$ cat config.mk
export PLATFORM = sky130hd
export DESIGN_NAME = rdback_sender
export DESIGN_NICKNAME = d
export VERILOG_FILES = /design/src/rtl/rdback_sender_pkg.sv /design/src/rtl/rdback_serializer.sv /design/src/rtl/rdback_sender.sv
export SDC_FILE = /design/constraint.sdc
export NUM_CORES = 1
export LEC_CHECK = 0
export BUFFER_PORTS_ARGS = -buffer_cell sky130_fd_sc_hd__buf_4
export CAP_MARGIN = 10
export CORE_AREA = 2 2 279 281
export CTS_CLUSTER_DIAMETER = 40
export CTS_CLUSTER_SIZE = 24
export DETAILED_ROUTE_END_ITERATION = 6
export DIE_AREA = 0 0 281 283
export REMOVE_ABC_BUFFERS = 1
export SLEW_MARGIN = 20
export SYNTH_ARGS = -nofsm -noshare
export SYNTH_HDL_FRONTEND = slang
export SYNTH_SLANG_ARGS = --single-unit
$ cat constraint.sdc
create_clock -name clk -period 4.5 [get_ports clk]
set_input_delay 0.45 -clock clk [delete_from_list [all_inputs] [get_ports clk]]
set_output_delay 0.45 -clock clk [all_outputs]
set_load 0.005 [all_outputs]
$ cat src/rtl/rdback_sender_pkg.sv
// Shared types and sizing helpers for the readback-to-host sender.
// FSM encoding, beat/length arithmetic and the RIFFA word size live here.
package rdback_sender_pkg;

    typedef enum logic [1:0] {
        ST_IDLE   = 2'd0,
        ST_REQ    = 2'd1,
        ST_STREAM = 2'd2
    } state_t;

    localparam int RIFFA_WORD_W = 32;

    function automatic int calc_beats(input int fifo_w, input int tx_w);
        return fifo_w / tx_w;
    endfunction

    // Host transaction length in RIFFA words.
    function automatic int calc_txn_len(input int entries, input int fifo_w);
        return (entries * fifo_w) / RIFFA_WORD_W;
    endfunction

endpackage

$ cat src/rtl/rdback_serializer.sv
// Holds one readback FIFO entry and emits it as TX_WIDTH beats, LSB slice first,
// under a valid/ren handshake. The beat mux output is registered.
module rdback_serializer
    import rdback_sender_pkg::*;
#(
    parameter int FIFO_WIDTH = 512,
    parameter int TX_WIDTH   = 128
) (
    input  logic                  clk,
    input  logic                  rst_n,
    input  logic                  load,
    input  logic [FIFO_WIDTH-1:0] load_data,
    output logic [TX_WIDTH-1:0]   tx_data,
    output logic                  tx_valid,
    input  logic                  tx_ren,
    output logic                  last_acc
);

    localparam int BEATS = calc_beats(FIFO_WIDTH, TX_WIDTH);
    localparam int BCW   = (BEATS > 1) ? $clog2(BEATS) : 1;

    logic [FIFO_WIDTH-1:0]           hold_q;
    logic [BEATS-1:0][TX_WIDTH-1:0]  slices;
    logic                            hold_vld;
    logic [BCW-1:0]                  beat_cnt;
    logic                            accept;

    assign slices   = hold_q;
    assign accept   = hold_vld && tx_ren;
    assign last_acc = accept && (beat_cnt == BCW'(BEATS - 1));
    assign tx_valid = hold_vld;

    always_ff @(posedge clk) begin
        if (!rst_n) begin
            hold_q   <= '0;
            hold_vld <= 1'b0;
            beat_cnt <= '0;
            tx_data  <= '0;
        end else if (load) begin
            // A load only ever lands on an empty holding register.
            hold_q   <= load_data;
            hold_vld <= 1'b1;
            beat_cnt <= '0;
            tx_data  <= load_data[TX_WIDTH-1:0];
        end else if (accept) begin
            if (last_acc) begin
                hold_vld <= 1'b0;
                beat_cnt <= '0;
            end else begin
                beat_cnt <= beat_cnt + 1'b1;
                tx_data  <= slices[beat_cnt + 1'b1];
            end
        end
    end

endmodule

$ cat src/rtl/rdback_sender.sv
// Drains the readback FIFO into fixed-length RIFFA TX transactions.
// Top holds the request FSM and per-transaction entry counters.
module rdback_sender
    import rdback_sender_pkg::*;
#(
    parameter int FIFO_WIDTH  = 512,
    parameter int TX_WIDTH    = 128,
    parameter int TXN_ENTRIES = 8
) (
    input  logic                  clk,
    input  logic                  rst_n,
    input  logic                  rdback_fifo_empty,
    output logic                  rdback_fifo_rden,
    input  logic [FIFO_WIDTH-1:0] rdback_fifo_rddata,
    output logic                  chnl_tx,
    input  logic                  chnl_tx_ack,
    output logic                  chnl_tx_last,
    output logic [31:0]           chnl_tx_len,
    output logic [30:0]           chnl_tx_off,
    output logic [TX_WIDTH-1:0]   chnl_tx_data,
    output logic                  chnl_tx_data_valid,
    input  logic                  chnl_tx_data_ren
);

    localparam int               CNT_W      = $clog2(TXN_ENTRIES + 1);
    localparam logic [CNT_W-1:0] TXN_N      = CNT_W'(TXN_ENTRIES);
    localparam logic [CNT_W-1:0] LAST_ENTRY = CNT_W'(TXN_ENTRIES - 1);

    state_t           state_q, state_d;
    logic [CNT_W-1:0] popped_cnt, sent_cnt;
    logic             pop_q;
    logic             last_acc;
    logic             txn_done;

    assign chnl_tx_last = 1'b1;
    assign chnl_tx_off  = '0;
    assign chnl_tx_len  = 32'(calc_txn_len(TXN_ENTRIES, FIFO_WIDTH));
    assign txn_done     = last_acc && (sent_cnt == LAST_ENTRY);

    always_comb begin
        state_d          = state_q;
        chnl_tx          = 1'b0;
        rdback_fifo_rden = 1'b0;
        case (state_q)
            ST_IDLE: if (!rdback_fifo_empty) state_d = ST_REQ;
            ST_REQ: begin
                chnl_tx = 1'b1;
                if (chnl_tx_ack) state_d = ST_STREAM;
            end
            ST_STREAM: begin
                chnl_tx = 1'b1;
                // Pop only into a free (or freeing) holding register, one at a time.
                rdback_fifo_rden = rst_n && !rdback_fifo_empty && (popped_cnt < TXN_N) &&
                                   !pop_q && (!chnl_tx_data_valid || last_acc);
                if (txn_done) state_d = ST_IDLE;
            end
            default: state_d = ST_IDLE;
        endcase
    end

    always_ff @(posedge clk) begin
        if (!rst_n) begin
            state_q    <= ST_IDLE;
            popped_cnt <= '0;
            sent_cnt   <= '0;
            pop_q      <= 1'b0;
        end else begin
            state_q <= state_d;
            pop_q   <= rdback_fifo_rden;
            if (txn_done) begin
                popped_cnt <= '0;
                sent_cnt   <= '0;
            end else begin
                if (rdback_fifo_rden) popped_cnt <= popped_cnt + 1'b1;
                if (last_acc)         sent_cnt   <= sent_cnt + 1'b1;
            end
        end
    end

    rdback_serializer #(
        .FIFO_WIDTH (FIFO_WIDTH),
        .TX_WIDTH   (TX_WIDTH)
    ) u_ser (
        .clk        (clk),
        .rst_n      (rst_n),
        .load       (pop_q),
        .load_data  (rdback_fifo_rddata),
        .tx_data    (chnl_tx_data),
        .tx_valid   (chnl_tx_data_valid),
        .tx_ren     (chnl_tx_data_ren),
        .last_acc   (last_acc)
    );

endmodule

==> results.py, run 1 <==
metrics = {
    "run_status": {
        "outcome": "complete, no violations",
    },
    "cts": {
        "cts_sinks": 654,
        "h-tree-depth": 3,
        "clkTransAtPathRegs_ns": 0.05,
        "post_cts_buffers": 0,
        "insertion_delay_ns": 0.67,
        "cts.path.max_buffers": 3,
        "clock_tree.root_cell": "clkbuf_16",
        "cts-buffers-inserted": 112,
        "cts_tree": "done",
    },
    "global_routing": {
        "grt_start_max_net_pins": 227,
        "antenna_found_initial": 14,
        "grt-ovfl-total": 0,
        "total_grt_usage": 0.204,
        "via_count_of_the_first_global_routing_pass": 22600,
        "grt_pass1_wl_microns": 129000,
    },
    "setup_path": {
        "worst_reg2reg_path_depth": 6,
        "critPathMaxFanout": 80,
        "element_type_at_the_critical_path_end": "output port",
        "worstReg2RegEnd": "u_ser.tx_data[88]",
        "worstReg2RegStart": "pop_q",
        "r2r_setup_slack_ns": 1.77,
        "criticalPathCategory": "reg2out",
        "worstPathRequired_ns": 4.05,
        "critical-path-max-stage-delay_ns": 0.96,
        "crit_path_cell_trace": "buf_12, nand4bb_1, nor3_2, buf_4",
        "crit_path_start_kind": "flop",
        "data_arrival_time_at_the_worst_slack_endpoint_ns": 2.83,
        "cp_slowest_cell": "dfxtp_4",
    },
    "cells_and_area": {
        "post_route_cells_drive_above_1_share": 0.245,
        "area_growth_pct": 32.8,
        "fillerInstances": 7190,
        "combined_area_of_the_multi_input_logic_cells_sq_mm": 0.0145,
        "sequential_standard_cell_area_sq_mm": 0.0131,
        "final_nets": 4044,
        "final_area_sq_mm": 0.0385,
    },
    "drt": {
        "routed_wire_length_per_instance_microns": 18.0,
        "antenna_viol_nets_final": 0,
        "wirelength_microns": 84000,
        "avgViaCountPerCell": 4.78,
        "dr.pass1.iters": 5,
        "remaining_drc_errors": 0,
        "vias": 22300,
        "drt-initial-drc-count": 1243,
    },
    "sta": {
        "max-slew-margin-rel": 0.287,
        "setup-tns-final_ns": 0,
        "hold_violations": 0,
        "tightest_slew_ns": 1.07,
        "max_clock_freq_mhz": 305,
        "min_period_ns": 3.28,
        "report.final.setup_viol": 0,
        "timing.final.max_slew_violations": 0,
        "unrepaired_setup_endpoints_after_global_routing": "false",
        "finalClockSkew_ns": 0.0451,
        "finalCritPeriodShare": 0.730,
        "worst_setup_slack_final_ns": 1.22,
    },
    "synthesis": {
        "post_synth_top_area_share": 0.451,
        "synth.yosys.seq_area_share": 0.451,
        "yosys_register_bits": 654,
        "synth_async_sr_flop_share": 0,
        "post_synth_top_cells": "dfxtp_1 (654), mux2i_1 (646), nor2b_1 (385)",
        "synth_edf_count": 0,
        "yosys.cell_types.count": 39,
        "synthDominantAreaCellType": "dfxtp_1",
        "netlist_instances": 2925,
        "most_common_cell_in_the_netlist": "dfxtp_1",
        "syn_avg_cell_area_sq_um": 9.92,
        "yosys_warnings": 0,
        "postSynth.topFlopCell": "dfxtp_1",
        "synth_top_cells_by_area": "dfxtp_1 (45%), mux2i_1 (22%), nor2b_1 (8.3%)",
        "syn_std_cell_area_sq_mm": 0.0290,
    },
    "place": {
        "dpl_cell_area_sq_mm": 0.0342,
        "port-buffer-count": 647,
        "dp_hpwl_microns": 55100,
        "routabilityCongestion": 0.777,
        "preCtsSetupSlack_ns": 1.75,
    },
    "min_path": {
        "timing.hold.worst.class": "in2reg",
        "holdCritStartpoint": "rdback_fifo_rddata[248]",
        "worst_hold_path.endpoint": "u_ser.hold_q[248]",
        "hold_path_depth": 3,
    },
    "power": {
        "peakVddDrop_mv": 0.307,
        "report.power.total_mw": 17.0,
        "power_density_mw_per_mm2": 440,
        "leakagePower_nw": 13.9,
    },
    "job": {
        "drv_cap": 0,
    },
    "die": {
        "fp.coreArea_sq_mm": 0.0767,
        "die_footprint_sq_mm": 0.0795,
        "die_w_microns": 281,
        "total_number_of_placement_rows": 102,
        "floorplan.io_pins": 712,
        "die_h_microns": 283,
        "start_util": 0.378,
    },
}
## layout make-up
type,instances,share of cell area
well taps,1040,0.0338
repair buffers,712,0.146
diodes,12,0.000780
multi-input cells,2037,0.376
clock inverters,58,0.0214
flip-flops and latches,654,0.340
clock buffers,148,0.0823
inverters,3,0.000292
## cell families (layout without fill, tap and decap cells)
family | count (synthesis) | in the layout | share of synthesized area
compound gates | 390 | 390 | 0.0952
xor+xnor | 5 | 5 | 0.00151
fa+ha+maj | 7 | 7 | 0.00302
buf+inv | 296 | 921 | 0.0590
flops | 654 | 654 | 0.451
mux | 646 | 646 | 0.223
other cells | 2 | 76 | 0.000259
simple gates | 925 | 925 | 0.167
## layer usage
metal  vias to the layer above  share of wire  track usage
li1                      11100              -            -
met1                     10400           0.42        0.242
met2                       559           0.49        0.351
met3                       150          0.062       0.0516
met4                         4          0.029       0.0759
met5                         -        0.00029            0
## power breakdown
part / switching, mW / total [mW] / internal (mW)
clock network: 3.02 / 8.78 / 5.76
registers: 0.188 / 6.28 / 6.10
logic: 0.905 / 1.89 / 0.988
## worst max path at each step
stage                     start                 to  cells past startpoint
after floorplan           pop_q   u_ser.tx_data[0]                      3
after global placement    pop_q  u_ser.tx_data[88]                      6
after detailed placement  pop_q  u_ser.tx_data[88]                      6
after CTS                 pop_q   rdback_fifo_rden                      4
after global routing      pop_q   rdback_fifo_rden                      4
final                     pop_q   rdback_fifo_rden                      4
## registers in the layout (all words and copies together), names as in the netlist
| signal | cells |
|---|---|
| sent_cnt | 4 |
| u_ser.tx_data | 128 |
| state_q | 2 |
| pop_q | 1 |
| u_ser.hold_q | 512 |
| popped_cnt | 4 |
| u_ser.tx_valid | 1 |
| u_ser.beat_cnt | 2 |
## cells in the final DEF, fill, tap and decap left out, types with 23 or more instances in the layout
cell type	n
nand2b_1	128
clkbuf_8	23
a21boi_0	128
dlygate4sd3_1	30
conb_1	64
nor2b_1	385
buf_4	666
nor2_1	264
clkbuf_16	112
dfxtp_1	653
o21ai_0	57
mux2i_1	646
nand2_1	134
o21ai_1	71
o221ai_1	127
## metrics by stage
stage | hold slack [ns] | utilization | cells
after floorplan | 0.451 | - | 2694
after detailed placement | 0.470 | 0.446 | 4416
after CTS | 0.000112 | 0.502 | 4652
final | 0.0416 | 0.502 | 4664
after global placement | 0.466 | 0.446 | 4416
after global routing | 0.0162 | 0.502 | 4662
## critical path, delay by kind of cell (launching register included)
family        cells  cell delay [ns]
buf+inv           2             0.66
flops             1             0.96
simple gates      2             0.47
## repair_timing
item / CTS / global route
resized for setup: 0 / 0
endpoints found under the setup margin: 0 / 0
hold endpoints to repair: 30 / 0
hold buffers: 30 / 0
Power figures use the tool's default switching activity.
==> run 2: changes to the inputs <==
CORE_AREA = 2 2 277 279   (was 2 2 279 281)
DIE_AREA = 0 0 279 281   (was 0 0 281 283)
clock period = 2.7 ns   (was 4.5 ns; I/O delays follow)
==> run 2 against run 1 <==
Utilization increased by 7.7 points; die area decreased by 1.4%; worst hold slack improved by 0.080 ns; combinational power increased by 110%.
==> results.py, run 2 (same netlist as run 1, synthesis figures left out) <==
metrics = {
    "sta": {
        "worst_setup_slack_final_ns": 0.401,
        "hold_slack_ns": 0.122,
        "unrepaired_setup_endpoints_after_global_routing": "false",
        "max-slew-margin-rel": 0.410,
        "min_period_ns": 2.30,
        "report.final.setup_viol": 0,
        "timing.final.max_slew_violations": 0,
        "tightest_slew_ns": 0.885,
        "finalClockSkew_ns": 0.0242,
        "finalCritPeriodShare": 0.851,
        "setup-tns-final_ns": 0,
        "hold_violations": 0,
        "max_clock_freq_mhz": 435,
    },
    "die": {
        "floorplan.io_pins": 712,
        "total_number_of_placement_rows": 101,
        "die_footprint_sq_mm": 0.0784,
        "die_w_microns": 279,
        "die_h_microns": 281,
        "start_util": 0.384,
        "fp.coreArea_sq_mm": 0.0754,
    },
    "setup_path": {
        "criticalPathCategory": "reg2out",
        "worst_reg2reg_path_depth": 7,
        "cp_slowest_cell": "dfxtp_1",
        "element_type_at_the_critical_path_end": "output port",
        "crit_path_start_kind": "flop",
        "crit_path_frequent_cell": "buf_4",
        "worst_path_dominant_cell_family": "flip-flops",
        "data_arrival_time_at_the_worst_slack_endpoint_ns": 2.03,
        "worstPathRequired_ns": 2.43,
        "critical_path_depth": 5,
        "timing.critical_path.buf_inv": 2,
        "crit_path_cell_trace": "ha_4, a21boi_0, buf_4, nor3_2, buf_4",
        "critPathMaxFanout": 5,
        "critical-path-max-stage-delay_ns": 0.46,
    },
    "min_path": {
        "hold_path_depth": 4,
        "timing.hold.worst.class": "in2reg",
    },
    "power": {
        "peakVddDrop_mv": 0.511,
        "switching_share": 0.242,
        "switchingPower_mw": 7.01,
        "report.power.total_mw": 29.0,
        "leakagePower_nw": 16.1,
        "part_of_the_power_in_combinational_logic": 0.134,
        "power_density_mw_per_mm2": 664,
        "seq_power_share": 0.360,
        "power_report.internal_total_mw": 22.0,
        "power_frac_clock": 0.505,
    },
    "cells_and_area": {
        "fillerInstances": 6418,
        "mostFrequentLayoutCells": "buf_4 (675), dfxtp_1 (653), mux2i_1 (646), dlygate4sd3_1 (522), nor2b_1 (385)",
        "final-instance-count-excl-fill": 5113,
        "layout_top_registers": "u_ser.hold_q x512, u_ser.tx_data x128",
        "most_common_cell_after_layout_fill_and_taps_aside": "buf_4",
        "largest_register_ff_count": 512,
        "post_route_cells_drive_above_1_share": 0.219,
        "largest-register": "u_ser.hold_q",
        "area_growth_pct": 50.5,
        "final_nets": 4555,
    },
    "cts": {
        "post_cts_gate_resize_count": 0,
        "h-tree-depth": 3,
        "clkTransAtPathRegs_ns": 0.05,
        "cts_tree": "done",
        "cts_sinks": 654,
        "cts-buffers-inserted": 109,
        "cts.path.max_buffers": 3,
        "insertion_delay_ns": 0.64,
        "clock_tree.root_cell": "clkbuf_16",
    },
    "global_routing": {
        "grt-ovfl-total": 0,
        "grt_start_max_net_pins": 180,
        "grt_pass1_wl_microns": 139000,
        "via_count_of_the_first_global_routing_pass": 25000,
        "antenna_found_initial": 14,
        "total_grt_usage": 0.222,
    },
    "drt": {
        "remaining_drc_errors": 0,
        "drt-initial-drc-count": 1303,
        "wirelength_microns": 91200,
        "antenna_viol_nets_final": 0,
        "routed_wire_length_per_instance_microns": 17.8,
        "avgViaCountPerCell": 4.81,
        "dr.pass1.iters": 5,
        "vias": 24600,
    },
    "place": {
        "routabilityCongestion": 0.804,
        "port-buffer-count": 647,
        "preCtsSetupSlack_ns": 0.603,
        "dp.cells": 4376,
        "dp_hpwl_microns": 56900,
    },
    "job": {
        "drv_cap": 0,
    },
    "run_status": {
        "outcome": "complete, no violations",
    },
}
## run 2: cell types whose count changed in the layout (fill, tap and decap cells not counted), sizes merged
cell,delta
dlygate4sd3,+492
clkinvlp,-7
inv,+2
bufinv,+1
clkinv,-1
buf,+22
clkbuf,+2
## run 2: worst min-delay path, delay by kind of cell
family                 cells  cell delay [ns]
buffers and inverters      2             0.15
multiplexers               1             0.14
AO/OA/AOI/OAI              1             0.14
## run 2: path summary, 6_finish.rpt
kind | slack, ns | endpoint | from
setup / recovery | 0.40 | rdback_fifo_rden | u_ser.beat_cnt[0]
hold reg to reg | 0.48 | state_q[0] | state_q[0]
hold / removal | 0.12 | state_q[1] | chnl_tx_ack
setup reg to reg | 0.59 | u_ser.tx_data[34] | u_ser.beat_cnt[0]
## run 2: timing repair
action	in CTS	in global routing
buffers inserted	0	0
hold endpoints to repair	632	0
hold buffers	522	0
## run 2: metal layers
| metal | GRT usage | routed length [microns] | vias to the layer above |
|---|---|---|---|
| met4 | 0.0937 | 3400 | 6 |
| li1 | - | - | 12100 |
| met3 | 0.0388 | 3940 | 214 |
| met5 | 0 | 38 | - |
| met2 | 0.383 | 44600 | 669 |
| met1 | 0.272 | 39200 | 11600 |
## run 2: final cells by class
| class | instances | area, sq um | share of cell area |
|---|---|---|---|
| antenna | 12 | 30.0 | 0.000688 |
| clock buffer | 150 | 3170 | 0.0727 |
| clock inverter | 53 | 788 | 0.0181 |
| inverter | 3 | 11.3 | 0.000258 |
| multi-input combinational | 2037 | 14500 | 0.331 |
| sequential | 654 | 13100 | 0.300 |
| tap | 978 | 1220 | 0.0280 |
| timing repair buffer | 1226 | 10900 | 0.249 |
## run 2: per-stage QoR
step           instance area (sq um)   util
3_3_place_gp                   34400  0.456
5_1_grt                        43600  0.579
4_1_cts                        43600  0.578
3_5_place_dp                   34400  0.456
2_1_floorplan                  27500      -
6_report                       43600  0.579
## run 2: power groups by stage
stage,Clock (mW),Combinational [mW],Sequential [mW]
6_report,14.7,3.90,10.4
5_1_grt,15.4,4.21,10.5
4_1_cts,14.9,3.89,10.4
3_5_place_dp,0,3.24,10.6
3_3_place_gp,0,3.22,10.6
2_1_floorplan,0,2.38,10.7
==> run 3: changes to the inputs <==
==> constraint.sdc (replaced) <==
create_clock -name clk -period 2.7 [get_ports clk]
set_input_delay 0.27 -clock clk [delete_from_list [all_inputs] [get_ports clk]]
set_output_delay 0.27 -clock clk [all_outputs]
set_load 0.1 [all_outputs]
==> run 3 against run 2 <==
Register-to-register slack improved by 0.03 ns; clock skew grew 0.012 ns; global-route usage is 0.24 points higher; largest cell class unchanged.
==> results.py, run 3 (same netlist as run 1, synthesis figures left out) <==
metrics = {
    "sta": {
        "hold_violations": 0,
        "tightest_slew_ns": 0.885,
        "max_clock_freq_mhz": 390,
        "setup-tns-final_ns": 0,
        "finalClockSkew_ns": 0.0366,
        "min_period_ns": 2.56,
        "worst_setup_slack_final_ns": 0.136,
        "finalCritPeriodShare": 0.949,
        "report.final.setup_viol": 0,
        "timing.final.max_slew_violations": 0,
        "unrepaired_setup_endpoints_after_global_routing": "false",
        "max-slew-margin-rel": 0.410,
    },
    "setup_path": {
        "criticalPathCategory": "reg2out",
        "startpoint": "u_ser.beat_cnt[0]",
        "critical-path-max-stage-delay_ns": 0.47,
        "worstPathRequired_ns": 2.43,
        "crit_path_start_kind": "flop",
        "data_arrival_time_at_the_worst_slack_endpoint_ns": 2.29,
        "crit_path_cell_trace": "ha_4, a21boi_0, nor3_2, buf_4",
        "cp_slowest_cell": "dfxtp_1",
        "critPathMaxFanout": 5,
        "element_type_at_the_critical_path_end": "output port",
        "worstReg2RegStart": "u_ser.beat_cnt[0]",
    },
    "min_path": {
        "holdCritStartpoint": "chnl_tx_ack",
        "timing.hold.worst.class": "in2reg",
    },
    "cells_and_area": {
        "area_growth_pct": 51.9,
        "largest_register_ff_count": 512,
        "post_route_cells_drive_above_1_share": 0.219,
        "combined_area_of_the_multi_input_logic_cells_sq_mm": 0.0145,
        "fillerInstances": 6317,
        "most_common_cell_after_layout_fill_and_taps_aside": "buf_4",
        "final-instance-count-excl-fill": 5140,
        "sequential_standard_cell_area_sq_mm": 0.0131,
        "layout_top_registers": "u_ser.hold_q x512, u_ser.tx_data x128",
        "final_nets": 4582,
        "mostFrequentLayoutCells": "buf_4 (676), dfxtp_1 (653), mux2i_1 (646), dlygate4sd3_1 (546), nor2b_1 (385)",
        "final_area_sq_mm": 0.0441,
        "largest-register": "u_ser.hold_q",
    },
    "cts": {
        "cts-buffers-inserted": 114,
        "cts_sinks": 654,
        "cts_tree": "done",
        "clkTransAtPathRegs_ns": 0.05,
        "h-tree-depth": 3,
        "cts.path.max_buffers": 3,
        "clock_tree.root_cell": "clkbuf_16",
        "insertion_delay_ns": 0.65,
        "post_cts_buffers": 0,
    },
    "place": {
        "port-buffer-count": 647,
        "dp_hpwl_microns": 56800,
        "dpl_cell_area_sq_mm": 0.0344,
        "routabilityCongestion": 0.799,
        "preCtsSetupSlack_ns": 0.662,
        "dp.cells": 4374,
    },
    "drt": {
        "vias": 24900,
        "remaining_drc_errors": 0,
        "wirelength_microns": 92100,
        "met2_length_microns": 45500,
        "met1Wirelength_microns": 39100,
        "top_layer_used": "met5",
        "dr_wl_met3_microns": 4130,
        "routed_wire_length_per_instance_microns": 17.9,
        "antenna_viol_nets_final": 0,
        "drt-initial-drc-count": 1187,
        "dr.pass1.iters": 5,
        "avgViaCountPerCell": 4.84,
    },
    "global_routing": {
        "grt-ovfl-total": 0,
        "antenna_found_initial": 9,
        "via_count_of_the_first_global_routing_pass": 25600,
        "grt_pass1_wl_microns": 141000,
        "total_grt_usage": 0.224,
        "grt_start_max_net_pins": 199,
    },
    "power": {
        "leakagePower_nw": 16.4,
        "power_density_mw_per_mm2": 718,
        "peakVddDrop_mv": 0.528,
    },
    "die": {
        "die_h_microns": 281,
        "die_footprint_sq_mm": 0.0784,
        "floorplan.io_pins": 712,
        "total_number_of_placement_rows": 101,
        "start_util": 0.384,
        "fp.coreArea_sq_mm": 0.0754,
        "die_w_microns": 279,
    },
    "run_status": {
        "outcome": "complete, no violations",
    },
    "job": {
        "drv_cap": 0,
    },
}
## run 3: changes by cell type in the layout (fill, tap and decap cells not counted)
cell           change
clkbuf_16          +7
inv_4              -1
clkinv_4           +2
clkbuf_8           -4
dlygate4sd3_1     +24
inv_8              +1
diode_2            -6
inv_6              +1
clkinv_2           -1
buf_12             -3
bufinv_16          +3
clkbuf_1           +3
buf_4              +1
## run 3: metrics by stage
stage	hold slack, ns	utilization	power, mW
after floorplan	0.388	-	15.0
after global placement	0.465	0.456	15.7
after detailed placement	0.468	0.456	15.7
after CTS	0.0661	0.584	31.9
after global routing	0.113	0.584	32.7
final	0.119	0.584	31.6
## run 3: per-layer routing
metal  up-vias  track usage
li1      12200            -
met1     11700        0.270
met2       718        0.391
met3       222       0.0400
met4         6       0.0958
met5         -            0
## run 3: path summary, 6_finish.rpt
path	to	slack, ns	depth (start not counted)
worst max-delay path	rdback_fifo_rden	0.14	4
worst min-delay path	state_q[1]	0.12	4
worst max register to register	u_ser.tx_data[11]	0.62	7
worst min register to register	u_ser.hold_q[31]	0.47	2
## run 3: what timing repair did
action,CTS,global route
endpoints found under the hold margin,638,0
hold buffers,546,0
resized for setup,0,0
endpoints found under the setup margin,0,0
## run 3: area by class of cell
| type | count | share of cell area |
|---|---|---|
| antenna | 6 | 0.000341 |
| clock buffer | 156 | 0.0750 |
| clock inverter | 58 | 0.0205 |
| inverter | 3 | 0.000256 |
| multi-input combinational | 2037 | 0.328 |
| sequential | 654 | 0.297 |
| tap | 978 | 0.0278 |
| timing repair buffer | 1248 | 0.251 |
## run 3: worst max-delay path, delay by kind of cell (launching register included)
family / cells / cell delay [ns]
AO/OA/AOI/OAI: 1 / 0.22
adder cells (fa/ha/maj): 1 / 0.19
buffers and inverters: 1 / 0.38
flip-flops: 1 / 0.47
AND/OR/NAND/NOR: 1 / 0.36
## run 3: power by group
group	total (mW)	switching, mW	leakage (nW)	internal (mW)
clock network	15.4	5.12	2.04	10.3
logic	5.75	3.58	9.07	2.17
registers	10.5	0.303	5.27	10.2
